### src/rtl/sklansky_pkg.sv
// Shared types and helpers for the Sklansky arithmetic blocks.
// Holds the (g,p) pair, merge functions and level count.
package sklansky_pkg;

  localparam int SUB_LATENCY = 3;

  typedef struct packed {
    logic g;
    logic p;
  } pg_t;

  function automatic pg_t black_merge(pg_t hi, pg_t lo);
    pg_t r;
    r.g = hi.g | (hi.p & lo.g);
    r.p = hi.p & lo.p;
    return r;
  endfunction

  function automatic pg_t grey_merge(pg_t hi, pg_t lo);
    pg_t r;
    r = black_merge(hi, lo);
    r.p = 1'b0;
    return r;
  endfunction

  function automatic int clog2_levels(int w);
    int l;
    l = 0;
    for (int i = 0; i < 8; i++) begin
      if ((1 << l) < w) l++;
    end
    return l;
  endfunction

endpackage

### src/rtl/pg_merge_cell.sv
// Prefix-tree merge cell; GREY=1 keeps only the group generate.
// Used for both the Sklansky tree and the borrow-out cell.
module pg_merge_cell
  import sklansky_pkg::*;
#(
  parameter bit GREY = 1'b0
) (
  input  pg_t hi,
  input  pg_t lo,
  output pg_t y
);

  if (GREY) begin : g_grey
    assign y = grey_merge(hi, lo);
  end else begin : g_black
    assign y = black_merge(hi, lo);
  end

endmodule

### src/rtl/sklansky_subtractor.sv
// Pipelined Sklansky prefix subtractor: diff = a - b - bin, 3 stages.
// Define SKLANSKY_SUB_OVF_EN to add the registered signed-overflow port.
module sklansky_subtractor
  import sklansky_pkg::*;
#(
  parameter int W = 8
) (
  input  logic         clk,
  input  logic         rst,
  input  logic         in_valid,
  output logic         in_ready,
  input  logic [W-1:0] a,
  input  logic [W-1:0] b,
  input  logic         bin,
  output logic         out_valid,
  input  logic         out_ready,
  output logic [W-1:0] diff,
  output logic         bout
`ifdef SKLANSKY_SUB_OVF_EN
  ,
  output logic         ovf
`endif
);

  localparam int L = clog2_levels(W);
  localparam int H = (L + 1) / 2;

  logic s1_v, s2_v, s3_v;
  logic s1_rdy, s2_rdy, s3_rdy;

  assign s3_rdy    = ~s3_v | out_ready;
  assign s2_rdy    = ~s2_v | s3_rdy;
  assign s1_rdy    = ~s1_v | s2_rdy;
  assign in_ready  = s1_rdy;
  assign out_valid = s3_v;

  logic [W-1:0] s1_p, s1_g;
  logic         s1_cin;
  pg_t          s2_nd [W];
  logic [W-1:0] s2_p;
  logic         s2_gm;
`ifdef SKLANSKY_SUB_OVF_EN
  logic s1_am, s1_bm, s2_am, s2_bm;
`endif

  // Node 0 is the carry-in; node n carries bit n-1.
  pg_t n0 [W];
  assign n0[0] = '{g: s1_cin, p: 1'b0};
  for (genvar n = 1; n < W; n++) begin : g_n0
    assign n0[n] = '{g: s1_g[n-1], p: s1_p[n-1]};
  end

  for (genvar k = 1; k <= L; k++) begin : lvl
    pg_t src [W];
    pg_t nd  [W];
    for (genvar n = 0; n < W; n++) begin : g_node
      if (k == 1) begin : g_in0
        assign src[n] = n0[n];
      end else if (k == H + 1) begin : g_inr
        assign src[n] = s2_nd[n];
      end else begin : g_inl
        assign src[n] = lvl[k-1].nd[n];
      end
      if (((n >> (k - 1)) & 1) == 1) begin : g_m
        localparam int LO =
          (n & ~((1 << k) - 1)) + (1 << (k - 1)) - 1;
        pg_merge_cell #(.GREY(1'b0)) u_cell (
          .hi(src[n]),
          .lo(src[LO]),
          .y (nd[n])
        );
      end else begin : g_pass
        assign nd[n] = src[n];
      end
    end
  end

  logic [W-1:0] gfin, pfin, diff_c;
  pg_t          bo_hi, bo;

  for (genvar n = 0; n < W; n++) begin : g_fin
    assign gfin[n] = lvl[L].nd[n].g;
    assign pfin[n] = lvl[L].nd[n].p;
  end

  assign diff_c = s2_p ^ gfin;
  assign bo_hi  = '{g: s2_gm, p: s2_p[W-1]};

  pg_merge_cell #(.GREY(1'b1)) u_bout (
    .hi(bo_hi),
    .lo(lvl[L].nd[W-1]),
    .y (bo)
  );

  logic unused_pg;
  assign unused_pg = ^{pfin, bo.p};

  always_ff @(posedge clk or posedge rst) begin
    if (rst) begin
      s1_v   <= 1'b0;
      s1_p   <= '0;
      s1_g   <= '0;
      s1_cin <= 1'b0;
`ifdef SKLANSKY_SUB_OVF_EN
      s1_am  <= 1'b0;
      s1_bm  <= 1'b0;
`endif
    end else if (s1_rdy) begin
      s1_v <= in_valid;
      if (in_valid) begin
        s1_p   <= a ^ ~b;
        s1_g   <= a & ~b;
        s1_cin <= ~bin;
`ifdef SKLANSKY_SUB_OVF_EN
        s1_am  <= a[W-1];
        s1_bm  <= b[W-1];
`endif
      end
    end
  end

  always_ff @(posedge clk or posedge rst) begin
    if (rst) begin
      s2_v  <= 1'b0;
      s2_p  <= '0;
      s2_gm <= 1'b0;
      for (int n = 0; n < W; n++) s2_nd[n] <= '0;
`ifdef SKLANSKY_SUB_OVF_EN
      s2_am <= 1'b0;
      s2_bm <= 1'b0;
`endif
    end else if (s2_rdy) begin
      s2_v <= s1_v;
      if (s1_v) begin
        s2_p  <= s1_p;
        s2_gm <= s1_g[W-1];
        for (int n = 0; n < W; n++) s2_nd[n] <= lvl[H].nd[n];
`ifdef SKLANSKY_SUB_OVF_EN
        s2_am <= s1_am;
        s2_bm <= s1_bm;
`endif
      end
    end
  end

  always_ff @(posedge clk or posedge rst) begin
    if (rst) begin
      s3_v <= 1'b0;
      diff <= '0;
      bout <= 1'b0;
`ifdef SKLANSKY_SUB_OVF_EN
      ovf  <= 1'b0;
`endif
    end else if (s3_rdy) begin
      s3_v <= s2_v;
      if (s2_v) begin
        diff <= diff_c;
        bout <= ~bo.g;
`ifdef SKLANSKY_SUB_OVF_EN
        ovf  <= (s2_am ^ s2_bm) & (diff_c[W-1] ^ s2_am);
`endif
      end
    end
  end

endmodule

### config.mk
export PLATFORM = sky130hd
export DESIGN_NAME = sklansky_subtractor
export DESIGN_NICKNAME = d
export VERILOG_FILES = /design/src/rtl/sklansky_pkg.sv /design/src/rtl/pg_merge_cell.sv /design/src/rtl/sklansky_subtractor.sv
export SDC_FILE = /design/constraint.sdc
export NUM_CORES = 1
export LEC_CHECK = 0
export ABC_AREA = 1
export CORE_UTILIZATION = 30
export CTS_BUF_LIST = sky130_fd_sc_hd__clkbuf_4 sky130_fd_sc_hd__clkbuf_8
export DETAILED_ROUTE_END_ITERATION = 6
export PLACE_DENSITY = 0.6
export SLEW_MARGIN = 10
export SYNTH_ARGS = -nofsm -noshare
export SYNTH_HDL_FRONTEND = slang
export SYNTH_SLANG_ARGS = --single-unit
### constraint.sdc
create_clock -name clk -period 1.53 [get_ports clk]
set_input_delay 0.306 -clock clk [delete_from_list [all_inputs] [get_ports clk]]
set_output_delay 0.306 -clock clk [all_outputs]
set_load 0.005 [all_outputs]
==> impl_metrics.xml, run 1 <==
<?xml version="1.0" encoding="UTF-8"?>
<metrics>
  <group name="route">
    <metric name="route.vias.total" unit="">1672</metric>
    <metric name="vias_per_cell" unit="">4.108</metric>
    <metric name="dr_wl_met3" unit="um">183</metric>
    <metric name="drt_iter0_markers" unit="">94</metric>
    <metric name="post_drt_wl_per_cell" unit="um">9.850</metric>
    <metric name="wl" unit="um">4009</metric>
    <metric name="wl_met1" unit="um">2191</metric>
    <metric name="detailedRoute.firstPassIterationCount" unit="">4</metric>
    <metric name="detailroute.wirelength.met2" unit="um">1582</metric>
    <metric name="detail-route-antenna-nets" unit="">0</metric>
    <metric name="drc_errors" unit="">0</metric>
    <metric name="routed.top_layer" unit="">met4</metric>
  </group>
  <group name="run">
    <metric name="max_cap_violations" unit="">0</metric>
  </group>
  <group name="timing">
    <metric name="hold-worst-slack" unit="ps">358.6</metric>
    <metric name="maxClockFrequency" unit="MHz">668.7</metric>
    <metric name="final-max-slew-violation-count" unit="">0</metric>
    <metric name="final.setup.worst_slack" unit="ps">34.53</metric>
    <metric name="final-hold-violation-count" unit="">0</metric>
    <metric name="fin_crit_sh" unit="">0.9774</metric>
    <metric name="worst_slew_margin_rel" unit="">0.7680</metric>
    <metric name="max_slew.worst_pin.slew" unit="ps">347.1</metric>
    <metric name="finClkSkew" unit="ps">6.054</metric>
    <metric name="rsz0062_at_grt" unit="">false</metric>
    <metric name="report.final.setup_viol" unit="">0</metric>
    <metric name="finalCriticalPeriod" unit="ps">1495</metric>
  </group>
  <group name="placement">
    <metric name="detailed_place_hpwl" unit="um">2823</metric>
    <metric name="dpl_worst_slack" unit="ps">-218.9</metric>
    <metric name="io_buffers" unit="">31</metric>
    <metric name="routabilityCongestion" unit="">0.7365</metric>
    <metric name="placed_cells_incl_taps" unit="">397</metric>
  </group>
  <group name="worst_setup_path">
    <metric name="cp_data_required_time" unit="ps">1220</metric>
    <metric name="top_fanout_value_on_the_critical_path" unit="">2</metric>
    <metric name="timing.rr.end" unit="">s1_p[3]</metric>
    <metric name="start_kind" unit="">primary input</metric>
    <metric name="end_kind" unit="">output port</metric>
    <metric name="setup.reg_to_reg.worst_slack" unit="ps">170</metric>
    <metric name="r2r-start" unit="">s2_v</metric>
    <metric name="rr_worst_depth" unit="">5</metric>
    <metric name="cp_data_arrival_time" unit="ps">1190</metric>
    <metric name="timing.setup.critical_path_class" unit="">in2out</metric>
  </group>
  <group name="power">
    <metric name="finalPower" unit="W">0.003873</metric>
    <metric name="clkPwrFrac" unit="">0.191</metric>
    <metric name="proportion_of_power_drawn_by_combinational_gates" unit="">0.309</metric>
    <metric name="pwr-share-seq" unit="">0.499</metric>
    <metric name="power_density" unit="nW/um2">1378</metric>
    <metric name="internal_power" unit="W">0.002625</metric>
    <metric name="p_sw_frac" unit="">0.3222</metric>
    <metric name="ir_drop" unit="uV">383.5</metric>
    <metric name="p_leak" unit="nW">1.504</metric>
    <metric name="power.switching" unit="W">0.001248</metric>
  </group>
  <group name="floorplan">
    <metric name="initial_utilization" unit="">0.3114</metric>
    <metric name="core_area" unit="um2">7292</metric>
    <metric name="placementRows" unit="">31</metric>
    <metric name="die-width" unit="um">89.01</metric>
    <metric name="floorplan.die.height" unit="um">89.01</metric>
    <metric name="die_area" unit="um2">7922</metric>
    <metric name="boundaryPins" unit="">32</metric>
  </group>
  <group name="synthesis">
    <metric name="netlist_area" unit="um2">2271</metric>
    <metric name="synth_top_area_cell" unit="">sky130_fd_sc_hd__dfrtp_1</metric>
    <metric name="syn_area_per_cell" unit="um2">8.474</metric>
    <metric name="synth_top_area_cells" unit="">sky130_fd_sc_hd__dfrtp_1 54%, sky130_fd_sc_hd__nand2_1 22%, sky130_fd_sc_hd__ha_1 5.5%</metric>
    <metric name="postSynth.topFlopCell" unit="">sky130_fd_sc_hd__dfrtp_1</metric>
    <metric name="ffs_latches_synth" unit="">49</metric>
    <metric name="share_of_the_synthesized_area_in_the_top_cell_type" unit="">0.5399</metric>
    <metric name="postSynthNetCount" unit="">299</metric>
    <metric name="synth_most_common_cell" unit="">sky130_fd_sc_hd__nand2_1</metric>
    <metric name="synth-seq-area-share" unit="">0.5399</metric>
    <metric name="netlist_top_cells_count" unit="">135 x sky130_fd_sc_hd__nand2_1, 49 x sky130_fd_sc_hd__dfrtp_1, 22 x sky130_fd_sc_hd__inv_1, 18 x sky130_fd_sc_hd__nand3_1, 10 x sky130_fd_sc_hd__ha_1</metric>
    <metric name="synth.yosys.warnings" unit="">0</metric>
    <metric name="number_of_enable_type_register_cells_in_the_synthesized_netlist" unit="">0</metric>
    <metric name="postSynth.asyncResetShare" unit="">1.000</metric>
    <metric name="syn-instance-count" unit="">268</metric>
    <metric name="synth_cell_types" unit="">18</metric>
  </group>
  <group name="clock_tree">
    <metric name="cts.sink_count" unit="">49</metric>
    <metric name="cts_max_path_buffers" unit="">2</metric>
    <metric name="cts_tree" unit="">yes</metric>
    <metric name="cts-hold-fix-buffers" unit="">0</metric>
    <metric name="path_clk_slew" unit="ps">90</metric>
    <metric name="cts-htree-levels" unit="">2</metric>
    <metric name="numCtsBuffers" unit="">5</metric>
    <metric name="clock_insertion_delay_worst_skew" unit="ps">300</metric>
    <metric name="clock-root-buffer" unit="">sky130_fd_sc_hd__clkbuf_8</metric>
  </group>
  <group name="global_routing">
    <metric name="track_usage" unit="">0.1188</metric>
    <metric name="overflow" unit="">0</metric>
    <metric name="grt_first_pass_wirelength" unit="um">7286</metric>
    <metric name="initial_antenna_violation_count" unit="">0</metric>
    <metric name="number_of_global_route_vias_before_repair" unit="">1620</metric>
    <metric name="grt_start_max_net_pins" unit="">50</metric>
  </group>
  <group name="layout">
    <metric name="post_route_cells_drive_above_1_share" unit="">0.08766</metric>
    <metric name="final_net_count" unit="">338</metric>
    <metric name="final_core_utilization" unit="">0.3854</metric>
    <metric name="diodes" unit="">0</metric>
    <metric name="finalNonFillerCells" unit="">407</metric>
    <metric name="syn2layout_area_growth" unit="%">23.75</metric>
    <metric name="fill_cells" unit="">804</metric>
  </group>
  <group name="worst_hold_path">
    <metric name="hold_class" unit="">in2async</metric>
  </group>
  <group name="status">
    <metric name="outcome" unit="">finished clean</metric>
  </group>
</metrics>
==> cells by family after synthesis <==
group,Yosys count,synth area share
XOR/XNOR,3,0.01157
AO/OA/AOI/OAI,11,0.02534
adder cells (fa/ha/maj),10,0.05510
flip-flops,49,0.5399
AND/OR/NAND/NOR,163,0.2970
buffers and inverters,32,0.07107
==> metrics by stage <==
step	TNS (ps)	area, um2
2_1_floorplan	0	2271
3_3_place_gp	-4112	2703
3_5_place_dp	-4176	2703
4_1_cts	0	2803
5_1_grt	0	2810
6_report	0	2810
==> worst max-delay path by stage <==
stage	start	to	slack [ps]
after floorplan	rst	bout	50
after global placement	out_ready	in_ready	-230
after detailed placement	out_ready	in_ready	-220
after CTS	out_ready	in_ready	20
after global routing	out_ready	s1_p[3]	1
final	out_ready	in_ready	30
==> state kept, by name, summed over array words and instances, names as in the netlist <==
| signal | flops |
|---|---|
| bout | 1 |
| s2_gm | 1 |
| out_valid | 1 |
| diff | 8 |
| s2_v | 1 |
| s1_v | 1 |
| s2_p | 8 |
| lvl.src | 7 |
| s1_cin | 1 |
| gfin | 4 |
| s1_p | 8 |
| s1_g | 8 |
==> metal layers <==
metal	global-route usage	up-vias
met4	0.03030	0
met5	0	-
met3	0.03693	6
met2	0.1797	37
li1	-	902
met1	0.1663	727
==> critical path, stage by stage <==
cell and delay (ps):
sky130_fd_sc_hd__clkdlybuf4s50_1 420, sky130_fd_sc_hd__inv_2 90, sky130_fd_sc_hd__nand4_4 90, sky130_fd_sc_hd__dlygate4sd2_1 290
==> power groups by stage <==
stage          clock, W  combinational, W  sequential, W
2_1_floorplan         0          0.000740        0.00192
3_5_place_dp          0           0.00118        0.00196
4_1_cts        0.000775           0.00120        0.00194
3_3_place_gp          0           0.00116        0.00195
6_report       0.000741           0.00120        0.00193
5_1_grt        0.000835           0.00140        0.00199
==> layout make-up <==
cell class / instances / area, um2 / share of cell area
clock buffer: 6 / 76.32 / 0.02716
sequential: 49 / 1226 / 0.4363
multi-input combinational: 187 / 892.1 / 0.3175
timing repair buffer: 41 / 395.4 / 0.1407
inverter: 23 / 86.33 / 0.03072
tap: 99 / 123.9 / 0.04408
clock inverter: 2 / 10.01 / 0.003562
==> what timing repair did <==
action                                  in CTS  in global routing
endpoints found under the setup margin       2                  1
gates cloned                                 0                  0
setup buffers                                1                  1
resized for setup                            4                  0
==> layout by cell type, fill, tap and decap left out <==
master	count
sky130_fd_sc_hd__a21o_1	1
sky130_fd_sc_hd__a21oi_1	3
sky130_fd_sc_hd__buf_12	1
sky130_fd_sc_hd__buf_4	9
sky130_fd_sc_hd__clkbuf_4	1
sky130_fd_sc_hd__clkbuf_8	5
sky130_fd_sc_hd__clkdlybuf4s50_1	29
sky130_fd_sc_hd__clkinv_2	2
sky130_fd_sc_hd__dfrtp_1	49
sky130_fd_sc_hd__dlygate4sd2_1	2
sky130_fd_sc_hd__ha_1	10
sky130_fd_sc_hd__inv_1	20
sky130_fd_sc_hd__inv_2	3
sky130_fd_sc_hd__nand2_1	135
sky130_fd_sc_hd__nand2_2	2
sky130_fd_sc_hd__nand3_1	18
sky130_fd_sc_hd__nand3_2	3
sky130_fd_sc_hd__nand3b_1	2
sky130_fd_sc_hd__nand4_4	1
sky130_fd_sc_hd__nor2_1	2
sky130_fd_sc_hd__o21ai_0	7
sky130_fd_sc_hd__xnor2_1	3
Note: power is estimated with default switching activity, not from simulation.
==> run 2, diff against run 1 <==
Settings changed: GPL_ROUTABILITY_DRIVEN from default to 0, PLACE_DENSITY 0.6 to 0.61.
==> impl_metrics.xml, run 2 (same netlist as run 1, synthesis figures left out) <==
<?xml version="1.0" encoding="UTF-8"?>
<metrics>
  <group name="layout">
    <metric name="mostFrequentLayoutCells" unit="">135 x sky130_fd_sc_hd__nand2_1, 49 x sky130_fd_sc_hd__dfrtp_1, 29 x sky130_fd_sc_hd__clkdlybuf4s50_1, 21 x sky130_fd_sc_hd__inv_1, 18 x sky130_fd_sc_hd__nand3_1</metric>
    <metric name="post_route_cells_drive_above_1_share" unit="">0.07541</metric>
    <metric name="diodes" unit="">0</metric>
    <metric name="stdcell_area" unit="um2">2791</metric>
    <metric name="final_core_utilization" unit="">0.3828</metric>
    <metric name="most_common_cell_after_layout_fill_and_taps_aside" unit="">sky130_fd_sc_hd__nand2_1</metric>
    <metric name="syn2layout_area_growth" unit="%">22.92</metric>
    <metric name="final_net_count" unit="">337</metric>
  </group>
  <group name="timing">
    <metric name="final-hold-violation-count" unit="">0</metric>
    <metric name="finClkSkew" unit="ps">6.094</metric>
    <metric name="worst_slew_margin_rel" unit="">0.7628</metric>
    <metric name="finalCriticalPeriod" unit="ps">1483</metric>
    <metric name="fin_crit_sh" unit="">0.9695</metric>
    <metric name="rsz0062_at_grt" unit="">false</metric>
    <metric name="maxClockFrequency" unit="MHz">674.2</metric>
    <metric name="final-max-slew-violation-count" unit="">0</metric>
    <metric name="report.final.setup_viol" unit="">0</metric>
    <metric name="max_slew.worst_pin.slew" unit="ps">354.9</metric>
  </group>
  <group name="clock_tree">
    <metric name="cts_max_path_buffers" unit="">2</metric>
    <metric name="cts-hold-fix-buffers" unit="">0</metric>
    <metric name="cts_tree" unit="">yes</metric>
    <metric name="path_clk_slew" unit="ps">80</metric>
    <metric name="clock-root-buffer" unit="">sky130_fd_sc_hd__clkbuf_8</metric>
    <metric name="cts.sink_count" unit="">49</metric>
    <metric name="numCtsBuffers" unit="">5</metric>
    <metric name="cts-htree-levels" unit="">2</metric>
    <metric name="clock_insertion_delay_worst_skew" unit="ps">290</metric>
  </group>
  <group name="worst_setup_path">
    <metric name="timing.setup.critical_path_class" unit="">in2out</metric>
    <metric name="start_kind" unit="">primary input</metric>
    <metric name="cp_data_required_time" unit="ps">1220</metric>
    <metric name="end_kind" unit="">output port</metric>
    <metric name="cp_data_arrival_time" unit="ps">1180</metric>
    <metric name="top_fanout_value_on_the_critical_path" unit="">2</metric>
  </group>
  <group name="floorplan">
    <metric name="die-width" unit="um">89.01</metric>
    <metric name="core_area" unit="um2">7292</metric>
    <metric name="floorplan.die.height" unit="um">89.01</metric>
    <metric name="die_area" unit="um2">7922</metric>
    <metric name="initial_utilization" unit="">0.3114</metric>
    <metric name="boundaryPins" unit="">32</metric>
    <metric name="placementRows" unit="">31</metric>
  </group>
  <group name="power">
    <metric name="p_leak" unit="nW">1.503</metric>
    <metric name="pwr-share-seq" unit="">0.508</metric>
    <metric name="internal_power" unit="W">0.002581</metric>
    <metric name="p_sw_frac" unit="">0.3199</metric>
    <metric name="power.switching" unit="W">0.001214</metric>
    <metric name="clkPwrFrac" unit="">0.179</metric>
    <metric name="proportion_of_power_drawn_by_combinational_gates" unit="">0.312</metric>
    <metric name="power_density" unit="nW/um2">1359</metric>
    <metric name="ir_drop" unit="uV">379.8</metric>
  </group>
  <group name="placement">
    <metric name="detailed_place_hpwl" unit="um">2795</metric>
    <metric name="io_buffers" unit="">31</metric>
    <metric name="placed_cell_area" unit="um2">2703</metric>
  </group>
  <group name="status">
    <metric name="outcome" unit="">finished clean</metric>
  </group>
  <group name="route">
    <metric name="detailroute.wirelength.met2" unit="um">1639</metric>
    <metric name="route.vias.total" unit="">1697</metric>
    <metric name="wl" unit="um">3987</metric>
    <metric name="drc_errors" unit="">0</metric>
    <metric name="detail-route-antenna-nets" unit="">0</metric>
    <metric name="detailedRoute.firstPassIterationCount" unit="">5</metric>
    <metric name="post_drt_wl_per_cell" unit="um">9.869</metric>
    <metric name="wl_met1" unit="um">2117</metric>
    <metric name="dr_wl_met3" unit="um">184</metric>
    <metric name="routed.top_layer" unit="">met4</metric>
    <metric name="drt_iter0_markers" unit="">109</metric>
    <metric name="vias_per_cell" unit="">4.200</metric>
  </group>
  <group name="global_routing">
    <metric name="number_of_global_route_vias_before_repair" unit="">1571</metric>
    <metric name="grt_first_pass_wirelength" unit="um">6962</metric>
    <metric name="grt_start_max_net_pins" unit="">50</metric>
    <metric name="track_usage" unit="">0.1148</metric>
    <metric name="overflow" unit="">0</metric>
    <metric name="initial_antenna_violation_count" unit="">0</metric>
  </group>
  <group name="run">
    <metric name="max_cap_violations" unit="">0</metric>
  </group>
  <group name="worst_hold_path">
    <metric name="hold_class" unit="">in2async</metric>
  </group>
</metrics>
==> run 2: layer usage <==
layer / GRT usage / vias up
met5: 0 / -
met4: 0.04329 / 0
met3: 0.02770 / 5
met2: 0.1783 / 43
met1: 0.1561 / 750
li1: - / 899
==> run 2: worst paths after layout <==
check | start | end | depth (start not counted) | slack (ps)
setup / recovery | out_ready | in_ready | 4 | 50
hold / removal | rst | diff[7] | 3 | 370
setup reg to reg | s2_v | s1_p[7] | 5 | 270
hold reg to reg | bout | bout | 2 | 480
max in group asynchronous | rst | s1_g[0] | 3 | 940
min in group clk | bout | bout | 2 | 480
==> run 2: repair_timing <==
action,in CTS,in global routing
hold endpoints to repair,0,0
setup endpoints to repair,2,2
pin swaps,0,0
resized for setup,2,2
setup buffers,1,0
==> run 2: layout make-up <==
cell class / instances / area [um2]
clock buffers: 5 / 68.82
clock inverters: 1 / 5.005
fillers: 796 / 4501
inverters: 23 / 86.33
multi-input cells: 187 / 888.4
flip-flops and latches: 49 / 1226
well taps: 99 / 123.9
repair buffers: 40 / 392.9
==> run 2: through the flow <==
stage	hold slack, ps	cells	total power (W)	setup TNS, ps	setup slack, ps
after global routing	389.4	404	0.004119	0	0.01088
after CTS	381.8	404	0.003848	0	16.47
after floorplan	441.9	268	0.002657	0	51.18
after detailed placement	466.8	397	0.003139	-4178	-217.8
after global placement	457.4	397	0.003110	-4087	-227.2
final	373.0	404	0.003794	0	46.67
==> run 2: worst max-delay path, cell delays in order <==
cell and delay, ps:
sky130_fd_sc_hd__clkdlybuf4s50_1 400, sky130_fd_sc_hd__inv_1 90, sky130_fd_sc_hd__nand4_2 130, sky130_fd_sc_hd__clkdlybuf4s15_1 250
==> run 2: power groups by stage <==
stage	Combinational (W)	Sequential (W)	Clock [W]
6_report	0.00119	0.00193	0.000681
5_1_grt	0.00138	0.00199	0.000758
4_1_cts	0.00120	0.00193	0.000711
3_5_place_dp	0.00118	0.00196	0
3_3_place_gp	0.00116	0.00195	0
2_1_floorplan	0.000740	0.00192	0
